**src/rtl/frame_pkg.sv**
```systemverilog
// Shared constants and state encoding for the frame encoder.
// Also holds the payload clamp rule used by the top level.
package frame_pkg;

    localparam logic [7:0] SYNC_WORD   = 8'hFF;
    localparam logic [7:0] CLAMP_VALUE = 8'hFE;

    typedef enum logic [2:0] {
        S_IDLE,
        S_SYNC,
        S_CTRL,
        S_WAIT_ACK,
        S_STREAM,
        S_TERM
    } state_e;

    // The sync word is reserved as a frame delimiter, so payload never carries it.
    function automatic logic [7:0] clamp_sample(input logic [7:0] s);
        return (s == SYNC_WORD) ? CLAMP_VALUE : s;
    endfunction

endpackage

```
**src/rtl/ack_timeout_counter.sv**
```systemverilog
// Counts cycles spent waiting for the control-word echo.
// Raises expired while enabled once ACK_TIMEOUT-1 has been reached.
module ack_timeout_counter #(
    parameter int ACK_TIMEOUT = 1024
) (
    input  logic clk,
    input  logic rst,
    input  logic clear,
    input  logic enable,
    output logic expired
);

    localparam int W = (ACK_TIMEOUT > 1) ? $clog2(ACK_TIMEOUT) : 1;
    localparam logic [W-1:0] LAST = W'(ACK_TIMEOUT - 1);

    logic [W-1:0] cnt_q;
    logic [W-1:0] cnt_d;

    always_comb begin
        cnt_d = cnt_q;
        if (clear) begin
            cnt_d = '0;
        end else if (enable && (cnt_q != LAST)) begin
            cnt_d = cnt_q + 1'b1;
        end
    end

    always_ff @(posedge clk) begin
        if (rst) begin
            cnt_q <= '0;
        end else begin
            cnt_q <= cnt_d;
        end
    end

    assign expired = enable && (cnt_q == LAST);

endmodule

```
**src/rtl/frame_encoder.sv**
```systemverilog
// Frames a sample stream for the controller link: sync, control word, echo
// handshake, clamped payload, then a sync terminator.
module frame_encoder
    import frame_pkg::*;
#(
    parameter int ACK_TIMEOUT = 1024,
    parameter int CNT_W       = 16
) (
    input  logic             clk,
    input  logic             rst,
    input  logic             start,
    input  logic [7:0]       ctrl_word,
    input  logic             abort,
    input  logic [7:0]       sample_in,
    input  logic             sample_valid,
    input  logic             sample_last,
    output logic             sample_ready,
    output logic [7:0]       data_out,
    output logic             out_valid,
    input  logic             out_ready,
    input  logic [7:0]       data_ack,
    input  logic             ack_strobe,
    output logic             busy,
    output logic             done,
    output logic             err,
    output logic [CNT_W-1:0] clamp_cnt
);

    state_e           state_q, state_d;
    logic [7:0]       ctrl_q, ctrl_d;
    logic [7:0]       data_q, data_d;
    logic             valid_q, valid_d;
    logic             tail_q, tail_d;
    logic [CNT_W-1:0] clamp_q, clamp_d;

    logic xfer;
    logic accept;
    logic tmr_clear;
    logic tmr_expired;

    ack_timeout_counter #(.ACK_TIMEOUT(ACK_TIMEOUT)) u_ack_tmr (
        .clk     (clk),
        .rst     (rst),
        .clear   (tmr_clear),
        .enable  (state_q == S_WAIT_ACK),
        .expired (tmr_expired)
    );

    assign xfer         = valid_q && out_ready;
    assign sample_ready = (state_q == S_STREAM) && (!valid_q || out_ready);
    assign accept       = sample_valid && sample_ready;

    always_comb begin
        state_d   = state_q;
        ctrl_d    = ctrl_q;
        data_d    = data_q;
        valid_d   = valid_q;
        tail_d    = tail_q;
        clamp_d   = clamp_q;
        tmr_clear = 1'b0;
        done      = 1'b0;
        err       = 1'b0;

        case (state_q)
            S_IDLE: begin
                if (start) begin
                    ctrl_d  = ctrl_word;
                    clamp_d = '0;
                    data_d  = SYNC_WORD;
                    valid_d = 1'b1;
                    tail_d  = 1'b0;
                    state_d = S_SYNC;
                end
            end

            S_SYNC: begin
                if (abort) begin
                    data_d  = '0;
                    valid_d = 1'b0;
                    state_d = S_IDLE;
                end else if (xfer) begin
                    data_d  = ctrl_q;
                    state_d = S_CTRL;
                end
            end

            S_CTRL: begin
                if (abort) begin
                    data_d  = '0;
                    valid_d = 1'b0;
                    state_d = S_IDLE;
                end else if (xfer) begin
                    valid_d   = 1'b0;
                    tmr_clear = 1'b1;
                    state_d   = S_WAIT_ACK;
                end
            end

            // An ack that lands on the expiry cycle still counts as on time.
            S_WAIT_ACK: begin
                if (abort) begin
                    state_d = S_IDLE;
                end else if (ack_strobe) begin
                    if (data_ack == ctrl_q) begin
                        state_d = S_STREAM;
                    end else begin
                        err     = 1'b1;
                        state_d = S_IDLE;
                    end
                end else if (tmr_expired) begin
                    err     = 1'b1;
                    state_d = S_IDLE;
                end
            end

            S_STREAM: begin
                if (accept) begin
                    data_d  = clamp_sample(sample_in);
                    valid_d = 1'b1;
                    if ((sample_in == SYNC_WORD) && (clamp_q != '1)) begin
                        clamp_d = clamp_q + 1'b1;
                    end
                end else if (xfer) begin
                    valid_d = 1'b0;
                end
                if (abort || (accept && sample_last)) begin
                    state_d = S_TERM;
                end
            end

            // tail_q marks that the output register holds the terminator, not payload.
            S_TERM: begin
                if (!valid_q) begin
                    data_d  = SYNC_WORD;
                    valid_d = 1'b1;
                    tail_d  = 1'b1;
                end else if (xfer) begin
                    if (tail_q) begin
                        data_d  = '0;
                        valid_d = 1'b0;
                        tail_d  = 1'b0;
                        done    = 1'b1;
                        state_d = S_IDLE;
                    end else begin
                        data_d = SYNC_WORD;
                        tail_d = 1'b1;
                    end
                end
            end

            default: begin
                state_d = S_IDLE;
            end
        endcase
    end

    always_ff @(posedge clk) begin
        if (rst) begin
            state_q <= S_IDLE;
            ctrl_q  <= '0;
            data_q  <= '0;
            valid_q <= 1'b0;
            tail_q  <= 1'b0;
            clamp_q <= '0;
        end else begin
            state_q <= state_d;
            ctrl_q  <= ctrl_d;
            data_q  <= data_d;
            valid_q <= valid_d;
            tail_q  <= tail_d;
            clamp_q <= clamp_d;
        end
    end

    assign data_out  = data_q;
    assign out_valid = valid_q;
    assign busy      = (state_q != S_IDLE);
    assign clamp_cnt = clamp_q;

endmodule
```
**config.mk**
```make
export PLATFORM = sky130hd
export DESIGN_NAME = frame_encoder
export DESIGN_NICKNAME = d
export VERILOG_FILES = /design/src/rtl/frame_pkg.sv /design/src/rtl/ack_timeout_counter.sv /design/src/rtl/frame_encoder.sv
export SDC_FILE = /design/constraint.sdc
export NUM_CORES = 1
export LEC_CHECK = 0
export ABC_CLOCK_PERIOD_IN_PS = 5000
export CORE_ASPECT_RATIO = 0.9
export CORE_MARGIN = 4
export CORE_UTILIZATION = 56
export CTS_BUF_LIST = sky130_fd_sc_hd__clkbuf_8
export DETAILED_ROUTE_END_ITERATION = 12
export PLACE_DENSITY = 0.95
export SLEW_MARGIN = 20
export SYNTH_ARGS = -nofsm -noshare
export SYNTH_HDL_FRONTEND = slang
export SYNTH_SLANG_ARGS = --single-unit
```
**constraint.sdc**
```tcl
create_clock -name clk -period 5 [get_ports clk]
set_clock_uncertainty 0.1 [all_clocks]
set_input_delay 1 -clock clk [delete_from_list [all_inputs] [get_ports clk]]
set_output_delay 1 -clock clk [all_outputs]
set_load 0.02 [all_outputs]
```
==> summary.txt <==
Synthesis
  – Synth Area in XOR/XNOR: between 5 and 6%
  – Post-synth top cells: 47 x dfxtp_1, 41 x nand2_1, 29 x nor2_1, 25 x a21oi_1, 19 x nand3_1
  – Library cells used by synthesis: 57
  – Largest family of logic cells by synthesized area: simple AND/OR/NAND/NOR gates
  – Synth Cell Area: 0.00271 mm²
  – Yosys warns: 0
  – Cell taking the most area after synthesis: dfxtp_1
  – Mapped Cells: around 330
  – Compound-gate portion of the synthesized area: about a quarter
  – Mux cell area share after synthesis: 0%
  – EDFF count, synth: 0
  – Yosys reg bits: 47
  – Ys async rst share: 0%
  – Dominant cell by count in the synthesized netlist: dfxtp_1
  – Top cells by area, synth: dfxtp_1 35%, nand2_1 5.7%, xnor2_1 5.5%
  – Syn_area_per_cell: between 8 and 9 µm²
  – Post-synthesis sequential area ratio: between 30% and 40%
  – Ys flop type: dfxtp_1
  – Post-synth top area share: 34.7%
  – Synth Area in Simple Gates: 29.3%
  – Adder-cell share of the synthesized area: 0.923%
  – Net Count, Synth: 363

Route
  – DRC violations left: 0
  – Drt total wl: 7430 µm
  – Via count: between 2000 and 3000
  – Via/cell ratio: approximately 6.3
  – Drt pass-1 iters: 5
  – DRT iter0 DRCs: 394
  – WL per Instance: 16.8 µm
  – Final ANT Viol Nets: 0

Power and ir drop
  – Power Density: roughly 270 mW/mm²
  – VDD IR max: ~220 µV
  – Sw frac: between 30% and 40%
  – Leakage: between 1 and 1.5 nW
  – Power Internal: 0.628 mW
  – Flop pwr share: a little under half
  – Comb pwr share: between 20% and 30%
  – Clk network pwr share: ~28%
  – Switch Pwr: between 0.2 and 0.3 mW

Setup path
  – Critical Path RT: approximately 4000 ps
  – Crit-path max cell delay: ~640 ps
  – Critical path's slowest cell: clkdlybuf4s50_1
  – Critical path class: in -> out
  – Crit-path cells: clkdlybuf4s50_1 -> nor2_1 -> and3_1 -> nor3b_1 -> clkdlybuf4s50_1
  – R2r worst-path depth: 5
  – Cell mode on critical path: clkdlybuf4s50_1
  – R2R Path Start: state_q[1]
  – Startpoint types: input port
  – WP data arrival: about 2900 ps
  – CP max FO: 8
  – Worst R2R End: data_out[4]
  – Setup crit end kind: output pin
  – Reg2Reg Setup Slack: 2270 ps

Floorplanning
  – Cell row count: 23
  – Starting Density: between 50 and 60%
  – Die Wd: a little over 80 µm
  – IO Pins: 61
  – Core area: approximately 0.0046 mm²
  – Die Height: ~74 µm
  – Die Area: about 0.0060 mm²

Global routing
  – GR Util met2: between 40% and 50%
  – Vias in the first global route: 2478
  – First-pass GRT wire length: roughly 12000 µm
  – Largest net degree at the start of global routing: 29
  – GRT Residual Overflow: 0
  – Met1 Usage GRT: between 30% and 40%
  – GR Util met3: just over 7%
  – GR Util All Layers: 25.8%
  – Most used routing layer: met2
  – Initial antenna violation count: 0

Placed design
  – DP HPWL: 5380 µm
  – # port buffers: 60
  – Placed insts: between 400 and 500
  – Dpl ws: roughly 1100 ps
  – RePlAce Congestion: slightly above 0.9

Min path
  – Hold path cells: 2
  – Hold EP: ctrl_q[4]
  – Hold Crit Class: reg -> reg
  – Hold Crit Start: ctrl_q[4]

STA
  – Final hold viol count: 0
  – Count of final max-slew check failures: 0
  – Setup WS post-layout: about 1000 ps
  – Hold_ws: 397 ps
  – Fmax: roughly 250 MHz
  – Crit share post-route: between 70% and 80%
  – Worst slew pin tran: 676 ps
  – RSZ-0062 raised after global routing: no
  – Final setup TNS: 0 ps
  – Rel. slew slack: between 50% and 60%
  – Final setup fails: 0
  – Final min period: around 4000 ps

Clocking
  – CTS tree: done
  – # Post-CTS Setup Buffers: 0
  – H-tree Lvls: 2
  – TritonCTS Buffers: 5
  – Hold_buf cts: 0
  – Maximum root-to-sink buffer count: 2
  – Clock transition at the registers of the reported paths: approximately 80 ps
  – Post-CTS sizing: 0
  – Clk root buf: clkbuf_8
  – Clock Sinks: between 40 and 50
  – Clock Latency Late Sink: a little over 300 ps

Layout
  – Share of cells above drive strength 1: 8.14%
  – Syn-to-layout area delta: 25.8%
  – Count of nets after finishing: 414
  – Non-Filler Instances: ~440
  – ANT cells: 0

Flow run
  – Number of max-cap violations: 0

Outcome
  – Status: finished clean
metal layers:
layer	wire length [µm]	up-vias
met5	0	-
met4	113	0
met3	712	13
met2	3520	155
met1	3090	1311
li1	-	1315
kinds of logic after synthesis:
family                   count (synthesis)
buffers and inverters                   27
XOR/XNOR                                17
adder cells (fa/ha/maj)                  2
flip-flops                              47
AO/OA/AOI/OAI                           88
AND/OR/NAND/NOR                        148
worst max-delay path: cells and delay by family:
kind	cells	cell delay, ps
buffers and inverters	2	1180
AND/OR/NAND/NOR	3	660
state kept, by name, summed over array words and instances, names as in the netlist:
name             flops
state_q              3
tail_q               1
clamp_cnt           16
data_out             8
u_ack_tmr.cnt_q     10
out_valid            1
ctrl_q               8
power groups by stage:
stage / logic (mW) / clock network [mW] / registers [mW]
after floorplan: 0.128 / 0 / 0.441
final: 0.224 / 0.261 / 0.430
after CTS: 0.223 / 0.260 / 0.429
after global placement: 0.215 / 0 / 0.437
after global routing: 0.241 / 0.279 / 0.434
after detailed placement: 0.221 / 0 / 0.437
worst max path at each step:
stage	start	end
finish	abort	err
global route	abort	err
global placement	abort	err
detailed placement	abort	err
CTS	abort	err
floorplan	abort	err
layout by cell type (no fill, tap or decap), types with 2 or more instances in the layout:
cell,instances
clkdlybuf4s50_1,60
dfxtp_1,47
nand2_1,41
nor2_1,29
a21oi_1,25
nand3_1,19
xnor2_1,17
a31oi_1,13
inv_1,9
a211oi_2,9
o21ai_0,8
a22oi_1,8
nand4_1,7
nor4_1,7
clkbuf_8,7
nor3_1,6
and4_1,5
a41oi_1,5
or3_1,5
and3_1,4
nor2b_1,3
nand2b_1,3
and2_1,2
nor3b_1,2
nor4b_2,2
o211ai_1,2
nor4b_1,2
o21bai_1,2
a311oi_1,2
ha_1,2
buf_4,2
metrics by stage:
stage	cell area (µm²)	utilization, %	total power [mW]
final	3410	74.6	0.914
after global routing	3410	74.6	0.954
after CTS	3410	74.6	0.911
after detailed placement	3310	72.3	0.658
after global placement	3310	72.3	0.652
after floorplan	2710	-	0.569
final cells by class:
| type | count | area, µm² |
|---|---|---|
| Multi-Input combinational cell | 255 | 1640 |
| Fill cell | 345 | 1160 |
| Sequential cell | 47 | 941 |
| Timing Repair Buffer | 62 | 616 |
| Clock buffer | 7 | 96.3 |
| Tap cell | 62 | 77.6 |
| Inverter | 9 | 33.8 |
| Clock inverter | 1 | 7.51 |
Note: power is estimated with default switching activity, not from simulation.
